### config.mk
export PLATFORM = sky130hd
export DESIGN_NAME = spi_sd_cmd_receiver
export DESIGN_NICKNAME = d
export VERILOG_FILES = /design/src/rtl/spi_sd_cmd_receiver.sv
export SDC_FILE = /design/constraint.sdc
export NUM_CORES = 1
export LEC_CHECK = 0
export CAP_MARGIN = 20
export CORE_MARGIN = 3
export CORE_UTILIZATION = 51
export CTS_CLUSTER_DIAMETER = 150
export DETAILED_ROUTE_END_ITERATION = 8
export HOLD_SLACK_MARGIN = 0.08
export MAX_ROUTING_LAYER = met4
export PLACE_DENSITY_LB_ADDON = 0.08
export SKIP_LAST_GASP = 1
export SLEW_MARGIN = 15
export SYNTH_ARGS = -nofsm -noshare
export SYNTH_HDL_FRONTEND = slang
export SYNTH_SLANG_ARGS = --single-unit
### constraint.sdc
create_clock -name clock -period 2 [get_ports clock]
set_input_delay 0.3 -clock clock [delete_from_list [all_inputs] [get_ports clock]]
set_output_delay 0.3 -clock clock [all_outputs]
set_load 0.03 [all_outputs]
### src/rtl/spi_sd_cmd_receiver.sv
// SPI-slave (mode 0) front end that deframes 48-bit SD-style command frames
// and latches one sticky LED per recognised command.
module spi_sd_cmd_receiver (
    input  logic        clock,
    input  logic        reset,
    input  logic        spi_clk,
    input  logic        spi_cs,
    input  logic        spi_di,
    output logic        spi_do,
    input  logic        do_in,
    output logic        di_out,
    output logic        command_read_finished,
    output logic        argument_read_finished,
    output logic        read_success,
    output logic [5:0]  command,
    output logic [31:0] command_argument,
    output logic [2:0]  dbg_state,
    output logic [2:0]  dbg_counter,
    output logic [7:0]  dbg_buffer,
    output logic        led_cmd0,
    output logic        led_cmd8,
    output logic        led_acmd41,
    output logic        led_cmd16,
    output logic        led_cmd55
);

    localparam logic [2:0] ST_IDLE  = 3'd0;
    localparam logic [2:0] ST_TXBIT = 3'd1;
    localparam logic [2:0] ST_CMD   = 3'd2;
    localparam logic [2:0] ST_ARG   = 3'd3;
    localparam logic [2:0] ST_CRC   = 3'd4;
    localparam logic [2:0] ST_END   = 3'd5;

    logic        clk_q, di_q, cs_q, prev_clk_q;
    logic [2:0]  state_q, state_d;
    logic [5:0]  counter_q, counter_d;
    logic [7:0]  buffer_q, buffer_d;
    logic [5:0]  command_q, command_d;
    logic [31:0] argument_q, argument_d;
    logic        cmd_fin_q, cmd_fin_d;
    logic        arg_fin_q, arg_fin_d;
    logic        success_q, success_d;
    logic        success_prev_q, success_prev_d;
    logic        app_pending_q, app_pending_d;
    logic        led0_q, led0_d, led8_q, led8_d, led16_q, led16_d;
    logic        led55_q, led55_d, led41_q, led41_d;
    logic        rise;

    assign rise = clk_q & ~prev_clk_q;

    always_comb begin
        state_d        = state_q;
        counter_d      = counter_q;
        buffer_d       = buffer_q;
        command_d      = command_q;
        argument_d     = argument_q;
        cmd_fin_d      = cmd_fin_q;
        arg_fin_d      = arg_fin_q;
        success_d      = success_q;
        success_prev_d = success_q;
        app_pending_d  = app_pending_q;
        led0_d         = led0_q;
        led8_d         = led8_q;
        led16_d        = led16_q;
        led55_d        = led55_q;
        led41_d        = led41_q;

        if (rise) begin
            buffer_d = {buffer_q[6:0], di_q};
        end

        // Deselect aborts the frame but keeps whatever was already captured.
        if (cs_q) begin
            state_d   = ST_IDLE;
            counter_d = '0;
        end else if (rise) begin
            case (state_q)
                ST_IDLE: begin
                    if (!di_q) begin
                        state_d   = ST_TXBIT;
                        cmd_fin_d = 1'b0;
                        arg_fin_d = 1'b0;
                        success_d = 1'b0;
                    end
                end
                ST_TXBIT: begin
                    if (di_q) begin
                        state_d   = ST_CMD;
                        counter_d = '0;
                    end else begin
                        state_d = ST_IDLE;
                    end
                end
                ST_CMD: begin
                    command_d[counter_q[2:0]] = di_q;
                    if (counter_q == 6'd5) begin
                        cmd_fin_d = 1'b1;
                        state_d   = ST_ARG;
                        counter_d = '0;
                    end else begin
                        counter_d = counter_q + 6'd1;
                    end
                end
                ST_ARG: begin
                    argument_d[counter_q[4:0]] = di_q;
                    if (counter_q == 6'd31) begin
                        arg_fin_d = 1'b1;
                        state_d   = ST_CRC;
                        counter_d = '0;
                    end else begin
                        counter_d = counter_q + 6'd1;
                    end
                end
                ST_CRC: begin
                    if (counter_q == 6'd6) begin
                        state_d   = ST_END;
                        counter_d = '0;
                    end else begin
                        counter_d = counter_q + 6'd1;
                    end
                end
                ST_END: begin
                    success_d = di_q;
                    state_d   = ST_IDLE;
                end
                default: state_d = ST_IDLE;
            endcase
        end

        // Command is stable here: it only changes after the next start bit.
        if (success_q && !success_prev_q) begin
            app_pending_d = 1'b0;
            case (command_q)
                6'd0:  led0_d  = 1'b1;
                6'd8:  led8_d  = 1'b1;
                6'd16: led16_d = 1'b1;
                6'd55: begin
                    led55_d       = 1'b1;
                    app_pending_d = 1'b1;
                end
                6'd41: begin
                    if (app_pending_q) begin
                        led41_d = 1'b1;
                    end
                end
                default: ;
            endcase
        end
    end

    always_ff @(posedge clock or negedge reset) begin
        if (!reset) begin
            clk_q          <= 1'b0;
            di_q           <= 1'b0;
            cs_q           <= 1'b0;
            prev_clk_q     <= 1'b0;
            state_q        <= ST_IDLE;
            counter_q      <= '0;
            buffer_q       <= '0;
            command_q      <= '0;
            argument_q     <= '0;
            cmd_fin_q      <= 1'b0;
            arg_fin_q      <= 1'b0;
            success_q      <= 1'b0;
            success_prev_q <= 1'b0;
            app_pending_q  <= 1'b0;
            led0_q         <= 1'b0;
            led8_q         <= 1'b0;
            led16_q        <= 1'b0;
            led55_q        <= 1'b0;
            led41_q        <= 1'b0;
        end else begin
            clk_q          <= spi_clk;
            di_q           <= spi_di;
            cs_q           <= spi_cs;
            prev_clk_q     <= clk_q;
            state_q        <= state_d;
            counter_q      <= counter_d;
            buffer_q       <= buffer_d;
            command_q      <= command_d;
            argument_q     <= argument_d;
            cmd_fin_q      <= cmd_fin_d;
            arg_fin_q      <= arg_fin_d;
            success_q      <= success_d;
            success_prev_q <= success_prev_d;
            app_pending_q  <= app_pending_d;
            led0_q         <= led0_d;
            led8_q         <= led8_d;
            led16_q        <= led16_d;
            led55_q        <= led55_d;
            led41_q        <= led41_d;
        end
    end

    assign spi_do                 = cs_q ? 1'b1 : do_in;
    assign di_out                 = di_q;
    assign command_read_finished  = cmd_fin_q;
    assign argument_read_finished = arg_fin_q;
    assign read_success           = success_q;
    assign command                = command_q;
    assign command_argument       = argument_q;
    assign dbg_state              = state_q;
    assign dbg_counter            = counter_q[2:0];
    assign dbg_buffer             = buffer_q;
    assign led_cmd0               = led0_q;
    assign led_cmd8               = led8_q;
    assign led_cmd16              = led16_q;
    assign led_cmd55              = led55_q;
    assign led_acmd41             = led41_q;

endmodule

======== Word-level counts from Yosys, hierarchy flattened ========
Cells that the tools add are included.
word-level totals
  bits of input ports ..................... 6
  register bits after elaboration ......... 69
  output and inout bits ................... 62
  word-level logic and storage cells ...... 99
operators by class
  $add $sub $neg .......................... 1
  $lt $le $gt $ge ......................... 4
  equality and inequality tests ........... 20
  multiplexer cells ....................... 29
  reductions and logical operators ........ 23
  bitwise logic cells ..................... 3
operators with widths
  operator                                             number
  2-to-1 mux 6 bit                                     6
  bitwise mux 32 bit                                   1
  case mux 6 bit (4 select lines)                      1
  2-to-1 mux 3 bit                                     6
  inequality test 3 bit, second input constant         5
  case mux 3 bit (5 select lines)                      1
  AND reduction 5 bit                                  3
  equality test 6 x 3 -> 1 bit, second input constant  2
  equality test 6 x 5 -> 1 bit, second input constant  2
  equality test 6 bit, second input constant           2
  AND reduction 3 bit                                  4
  AND reduction 2 bit                                  4
  nonzero test 2 bit                                   4
  2-to-1 mux 1 bit                                     7
  adder 6 x 1 -> 6 bit, second input constant          1
  bitwise mux 6 bit                                    1
  equality test 3 x 2 -> 1 bit, second input constant  2
  equality test 3 bit, second input constant           2
  equality test 6 x 4 -> 1 bit, second input constant  1
  logical NOT 6 bit                                    1
  < comparator 5 x 6 -> 1 bit, second input constant   1
  inequality test 2 bit, second input constant         3
  case mux 1 bit (2 select lines)                      3
  demux 1 bit (select 5 bit)                           1
  13 further kinds                                     16

======== Depth between registers and ports, before layout ========
Gate-level depths: netlist (run 1).
  depth in word-level cells ............... 5
  depth in mapped cells ................... 7
  depth with buffers taken out ............ 6

======== Worst setup path before layout (run 1) ========
Ideal clock, no wire load.
  path kind ............................... register to register
  start ................................... reg state_q[2], in the netlist dbg_state[2]
  end ..................................... reg command_q[4], in the netlist command[4]
  cell stages (with the launch flop) ...... 7
  period minus slack after synthesis ...... 1.927 ns
  data required time ...................... 1.875 ns
  arrival ................................. 1.802 ns
  slack ................................... 0.073 ns
  buffers on the path ..................... 1
  setup time .............................. 0.125 ns
  cell sequence ........................... dfrtp_1 buf_4 nand2b_1 nor4_1 nand2_1 nor3b_1 mux2_2
between the ends
  longest elaborated chain between the ends .. 2
ends and longest elaborated chain
  what                                  line  text
  from (decl)                           35    logic [2:0] state_q, state_d;
  from (signal assigned)                177   state_q <= state_d;
  equality test 3 x 2 -> 1 bit          77    case (state_q)
  AND reduction 3 bit (no source line)  n/a
  to (signal assigned)                  180   command_q <= command_d;
  to (decl)                             38    logic [5:0] command_q, command_d;
Every way passes these cells.
A chain may end at the register's enable or synchronous reset.

======== Final worst setup path (run 1) ========
  start ................................... reg counter_q[0]
  end ..................................... reg counter_q[2]
between the ends
  longest elaborated chain between the ends .. 5
  elaborated cells on any way between the ends .. 10
  those cells by class .................... 1 x add/sub; 3 x eq/ne; 6 x mux
ends and longest elaborated chain
  what                                          line           text
  from (decl)                                   36             logic [5:0] counter_q, counter_d;
  from (signal assigned)                        178            counter_q <= counter_d;
  adder 6 x 1 -> 6 bit (tied with other cells)  101, 111, 119
  2-to-1 mux 6 bit (on tied branches)           115, 106, 96
  case mux 6 bit (4 select lines) *             77
  2-to-1 mux 6 bit *                            76             end else if (rise) begin
  2-to-1 mux 6 bit *                            73             if (cs_q) begin
Mark *: on every way between the ends. The rest lies on a longest branch, timed or not. The select of a mux whose other input is x is not followed.

==> flow_summary_export.csv, run 1 <==
group,metric,value,unit
worst_setup_path,arrival,2.25,ns
floorplanning,floorplan_die_height,85.7,um
timing,slew-limit-headroom,0.586,
timing,unrepaired_setup_endpoints_after_global_routing,"yes",
worst_setup_path,worstSetupStartpointType,"register",
placement,place_area,0.00402,mm^2
placement,detailed_place_hpwl,4760,um
grt,gr-total-overflow,0,
detailed_routing,wire_per_inst,15.6,um
floorplanning,die-width,85.7,um
synthesis,seq_area_frac_synth,0.532,
synthesis,synthXorXnorAreaFrac,0,
placement,dpl.cell_count,435,
synthesis,post_synth_inst_count,299,
worst_setup_path,required,2.28,ns
floorplanning,placement_rows,28,
clock_network,tritoncts.num_buffers,9,
timing,setup_slack,0.0277,ns
worst_setup_path,critical_path.endpoint_type,"register",
power,power.clock.fraction,0.356,
detailed_routing,drc,0,
synthesis,yosysUniqueCellTypes,44,
synthesis,synth-simple-area-share,0.184,
power,power_report.internal_total,2000,uW
grt,grt_pass1_wl,12100,um
timing,max_slew_violations,0,
finish,fillers,480,
detailed_routing,postRouteWirelength,7090,um
power,sequentialPowerShare,0.534,
synthesis,yosys_warnings,0,
synthesis,dominant_combinational_cell_family_by_area_after_synthesis,"simple AND/OR/NAND/NOR gates",
grt,grt_antenna_before_repair,0,
synthesis,synth_fp_nets,309,
synthesis,synth_top_area_share,0.532,
finish,drive_above_1_share,0.242,
placement,preCtsSetupSlack,0.0217,ns
timing,min_period,1.97,ns
detailed_routing,drtAntennaViolNets,0,
detailed_routing,route.vias.total,2458,
synthesis,post_synth.cell_area_avg,10.8,um^2
timing,setup_violations,0,
clock_network,cts_tree,"yes",
finish,layout.cells.non_filler,455,
finish,flow.area_growth_from_synthesis,31.0,%
worst_setup_path,cp_max_fo,6,
timing,fin_worst_skew,0.00861,ns
grt,maximum_number_of_pins_on_one_net_before_global_route_repair,70,
flow_run,drv_cap,0,
clock_network,clk_path_buf_depth,2,
placement,gp_congestion,0.896,
synthesis,multiplexer_share_of_the_synthesized_area,0.138,
detailed_routing,drt_first_iter_violations,157,
timing,maxClockFrequency,507,MHz
floorplanning,start_util,0.538,
clock_network,root_buffer,"clkbuf_8",
finish,most-common-layout-cells,"67 x nand2_1, 67 x dfrtp_1, 63 x clkdlybuf4s50_1",
clock_network,cts_num_sinks,69,
grt,grt_use_total,0.217,
finish,antenna_cells,0,
placement,port-buffer-count,67,
power,switching_share,0.274,
power,power.net_switching,756,uW
timing,final-hold-violation-count,0,
detailed_routing,drt-pass1-iter-count,4,
finish,post-route-cell-area,0.00425,mm^2
power,cellPowerDensity,649,mW/mm^2
synthesis,synth_compound_area_frac,0.0887,
status,run_status,"complete, no violations",
synthesis,yosys-top-cells-area,"dfrtp_1 53%, mux2_2 13%, nand2_1 7.8%",
timing,share_of_the_clock_period_used_by_the_worst_path,0.986,
min_path,class_of_the_worst_hold_path,"input pin to register",
floorplanning,io_pins,68,
clock_network,clk_latency,0.34,ns
timing,worst_pin_slew,0.619,ns
worst_setup_path,setup.worst_path.class,"register to register",
power,power.share.combinational,0.110,
power,power,2760,uW
grt,first_global_vias,2470,
clock_network,clkSlewWorstSetupHoldPaths,0.08,ns
power,leakagePower,0.00195,uW
power,worst_ir_drop_vdd,0.480,mV
synthesis,mappedNetlistArea,0.00324,mm^2
synthesis,synth_fa_ha_area_frac,0.0154,
floorplanning,die_area,0.00735,mm^2
finish,final_net_count,385,
clock_network,cts.htree.levels,3,
finish,postLayoutCoreUtil,0.705,
detailed_routing,detail_route.vias_per_cell,5.40,
floorplanning,floorplan.core_area,0.00603,mm^2
synthesis,synth_largest_area_cell,"dfrtp_1",
synthesis,yosys_register_bits,69,
[path summary, 6_finish.rpt]
kind	from	to	slack, ns	cells after the start
max	counter_q[0]$_DFFE_PN0P_	counter_q[2]$_DFFE_PN0P_	0.03	6
max reg2reg	counter_q[0]$_DFFE_PN0P_	counter_q[2]$_DFFE_PN0P_	0.03	6
min reg2reg	clk_q$_DFF_PN0_	prev_clk_q$_DFF_PN0_	0.41	0
min in group asynchronous	reset	dbg_state[2]$_DFFE_PN0P_	0.51	3
min	spi_cs	cs_q$_DFF_PN0_	0.40	1
max in group asynchronous	reset	command[3]$_DFFE_PN0P_	1.19	3
[routing by layer]
layer / routed length, um / GRT usage / up-vias
li1: - / - / 1177
met2: 3370 / 0.326 / 61
met3: 329 / 0.0634 / 10
met1: 3310 / 0.293 / 1210
met5: 0 / - / -
met4: 79 / 0.0489 / 0
[metrics by stage]
stage | setup TNS [ns] | hold WS (ns)
after floorplan | 0 | 0.00441
after global placement | 0 | 0.354
after detailed placement | 0 | 0.349
after CTS | 0 | 0.385
after global routing | -0.197 | 0.396
final | 0 | 0.402
[registers in the layout (all words and copies together), names as in the netlist, 3 cells and up]
register and count:
command_argument 32, counter_q 6, command 6, dbg_buffer 8, dbg_state 3
[power by group through the flow]
stage          sequential (uW)  clock (uW)  combinational (uW)
6_report                  1470         980                 304
5_1_grt                   1480        1070                 332
4_1_cts                   1470        1010                 305
3_5_place_dp              1500           0                 304
3_3_place_gp              1500           0                 302
2_1_floorplan             1560           0                87.9
[worst max-delay path: stages (launching register included)]
cell	delay (ns)
dfrtp_1	0.44
inv_1	0.10
ha_1	0.25
a2111oi_4	0.42
o21ai_0	0.27
nor4b_2	0.32
a21o_1	0.11
[timing repair]
action                     4_1_cts  5_1_grt
setup endpoints to repair        2       42
resized for setup                2        9
hold buffers                     1        0
pin swaps                        0        2
hold endpoints to repair        69        0
setup buffers                    0        3
[cells in the mapped netlist, drive strengths merged]
master    n
buf      12
dfrtp    69
and2      4
a31o      3
nor4b     3
a21o      6
nand2b    5
a41oi     1
and4      1
nor3     12
or3       1
and3      2
a211o     1
nand3     4
o21ai     7
o31ai     1
a32o      1
a22o      1
inv       6
a22oi     1
ha        4
a211oi    1
nand2    67
o41ai     1
nand3b    1
nor2b     3
mux2i     2
o21bai    2
and3b     2
a31oi     2
or2       2
clkbuf   10
nor4      2
a21oi     8
nor2      6
mux2     38
or4       1
a2111oi   1
nor3b     5
[final cells by class]
| class | count | area (um^2) | share of cell area |
|---|---|---|---|
| Timing Repair Buffer | 87 | 826 | 0.194 |
| Tap cell | 75 | 93.8 | 0.0221 |
| Clock buffer | 10 | 128 | 0.0300 |
| Multi-Input combinational cell | 202 | 1410 | 0.332 |
| Inverter | 6 | 22.5 | 0.00530 |
| Sequential cell | 69 | 1730 | 0.407 |
| Clock inverter | 6 | 38.8 | 0.00913 |
[logic make-up after synthesis]
logic type	count (synthesis)
simple gates	121
flops	69
mux	40
compound gates	37
buf+inv	28
fa+ha+maj	4
Note: power is estimated with default switching activity, not from simulation.
==> run 2, diff against run 1 <==
--- a/config.mk
+++ b/config.mk
@@ -7,7 +7,7 @@
 export LEC_CHECK = 0
 export CAP_MARGIN = 20
 export CORE_MARGIN = 3
-export CORE_UTILIZATION = 51
+export CORE_UTILIZATION = 44
 export CTS_CLUSTER_DIAMETER = 150
 export DETAILED_ROUTE_END_ITERATION = 8
 export HOLD_SLACK_MARGIN = 0.08
==> flow_summary_export.csv, run 2 (synthesized netlist as in run 1, its figures left out) <==
group,metric,value,unit
status,run_status,"complete, no violations",
timing,worst_pin_slew,0.513,ns
floorplanning,start_util,0.465,
power,cellPowerDensity,674,mW/mm^2
placement,place_area,0.00409,mm^2
floorplanning,die_area,0.00844,mm^2
worst_setup_path,required,1.70,ns
worst_setup_path,timing.critical_path.slowest_cell_delay,0.74,ns
grt,first_global_vias,2465,
finish,largest_reg_flops,32,
detailed_routing,drt-pass1-iter-count,4,
floorplanning,placement_rows,30,
detailed_routing,wire_per_inst,14.8,um
placement,preCtsSetupSlack,0.0985,ns
placement,port-buffer-count,67,
finish,drive_above_1_share,0.241,
timing,fin_worst_skew,0.00869,ns
worst_setup_path,worstSetupStartpointType,"register",
detailed_routing,drc,0,
detailed_routing,dr.max_layer_used,"met4",
timing,unrepaired_setup_endpoints_after_global_routing,"yes",
finish,post-route-cell-area,0.00432,mm^2
finish,flow.area_growth_from_synthesis,33.3,%
timing,max_slew_violations,0,
grt,grt_pass1_wl,11800,um
timing,maxClockFrequency,518,MHz
clock_network,cts_num_sinks,69,
grt,grt_antenna_before_repair,0,
worst_setup_path,crit_path_cell_trace,"clkdlybuf4s50_1",
detailed_routing,met2WireLength,3200,um
clock_network,cts_tree,"yes",
flow_run,drv_cap,0,
timing,min_period,1.93,ns
worst_setup_path,cp_max_fo,12,
clock_network,cts.htree.levels,3,
finish,final_net_count,388,
timing,share_of_the_clock_period_used_by_the_worst_path,0.965,
power,leakagePower,0.00199,uW
timing,setup_tns,0,ns
floorplanning,die-width,91.9,um
finish,final-seq-area,0.00173,mm^2
power,worst_ir_drop_vdd,0.367,mV
timing,setup_violations,0,
detailed_routing,drt_first_iter_violations,72,
detailed_routing,met3_wirelength,275,um
finish,mostFrequentLayoutCell,"dfrtp_1",
finish,multiInputGateArea,0.00140,mm^2
floorplanning,floorplan.core_area,0.00698,mm^2
min_path,class_of_the_worst_hold_path,"input pin to register",
clock_network,tritoncts.num_buffers,9,
worst_setup_path,cpLargestDelayFamily,"buffers and inverters",
placement,detailed_place_hpwl,4860,um
finish,most-common-layout-cells,"69 x dfrtp_1, 67 x nand2_1, 64 x clkdlybuf4s50_1",
detailed_routing,drtAntennaViolNets,0,
finish,antenna_cells,0,
clock_network,root_buffer,"clkbuf_8",
grt,gr-total-overflow,0,
floorplanning,io_pins,68,
clock_network,clk_path_buf_depth,2,
grt,maximum_number_of_pins_on_one_net_before_global_route_repair,70,
worst_setup_path,critical_path.endpoint_type,"output port",
timing,slew-limit-headroom,0.653,
detailed_routing,route.vias.total,2424,
floorplanning,floorplan_die_height,91.9,um
grt,grt_use_total,0.182,
worst_setup_path,cp_max_stage_cell,"clkdlybuf4s50_1",
detailed_routing,detail_route.vias_per_cell,5.07,
clock_network,buffers_inserted_during_post_cts_setup_optimization,0,
worst_setup_path,critical_path_buf_inv_count,1,
placement,gp_congestion,0.881,
detailed_routing,met1_length,3410,um
worst_setup_path,setup.worst_path.class,"register to output port",
timing,final-hold-violation-count,0,
worst_setup_path,arrival,1.63,ns
clock_network,clkSlewWorstSetupHoldPaths,0.07,ns
timing,final.hold.worst_slack,0.408,ns
clock_network,clk_latency,0.34,ns
timing,setup_slack,0.0705,ns
finish,fillers,614,
detailed_routing,postRouteWirelength,7060,um
[run 2: changes by cell type in the layout (fill, tap and decap cells not counted), sizes merged]
cell,change
dlygate4sd2,-1
inv,-1
buf,+3
bufinv,+1
clkinvlp,-1
clkbuf,+1
clkinv,-1
clkdlybuf4s50,+1
[run 2: stage by stage]
| stage | instances | power (uW) | utilization |
|---|---|---|---|
| global route | 478 | 3030 | 0.619 |
| detailed placement | 462 | 1810 | 0.586 |
| CTS | 478 | 2970 | 0.616 |
| global placement | 462 | 1800 | 0.586 |
| finish | 478 | 2910 | 0.619 |
| floorplan | 299 | 1650 | - |
[run 2: repair_timing]
| action | in CTS | in global routing |
|---|---|---|
| hold buffers | 1 | 0 |
| hold endpoints to repair | 69 | 0 |
| gates resized for setup | 1 | 5 |
| setup endpoints to repair | 1 | 15 |
[run 2: path summary, 6_finish.rpt]
kind	depth (start not counted)	from	endpoint	slack, ns
max	1	dbg_state[0]$_DFFE_PN0P_	dbg_state[0]	0.07
min	1	spi_di	di_out$_DFF_PN0_	0.41
max reg2reg	6	counter_q[0]$_DFFE_PN0P_	counter_q[2]$_DFFE_PN0P_	0.11
min reg2reg	0	clk_q$_DFF_PN0_	prev_clk_q$_DFF_PN0_	0.41
max in group asynchronous	3	reset	command_argument[14]$_DFFE_PN0P_	1.18
min in group asynchronous	3	reset	dbg_buffer[5]$_DFFE_PN0P_	0.48
[run 2: where the power goes]
group / switching, uW / internal, uW
registers: 36.7 / 1440
logic: 186 / 119
clock network: 502 / 633
total: 725 / 2190
[run 2: metal layers]
layer	up-vias	global-route usage
li1	1177	-
met1	1173	0.239
met2	62	0.271
met3	12	0.0394
met4	0	0.0866
met5	-	-
[run 2: layout make-up]
type,instances,area share
well taps,96,0.0278
multi-input cells,202,0.325
flip-flops and latches,69,0.400
inverters,6,0.00521
repair buffers,90,0.197
clock inverters,4,0.0110
clock buffers,11,0.0350
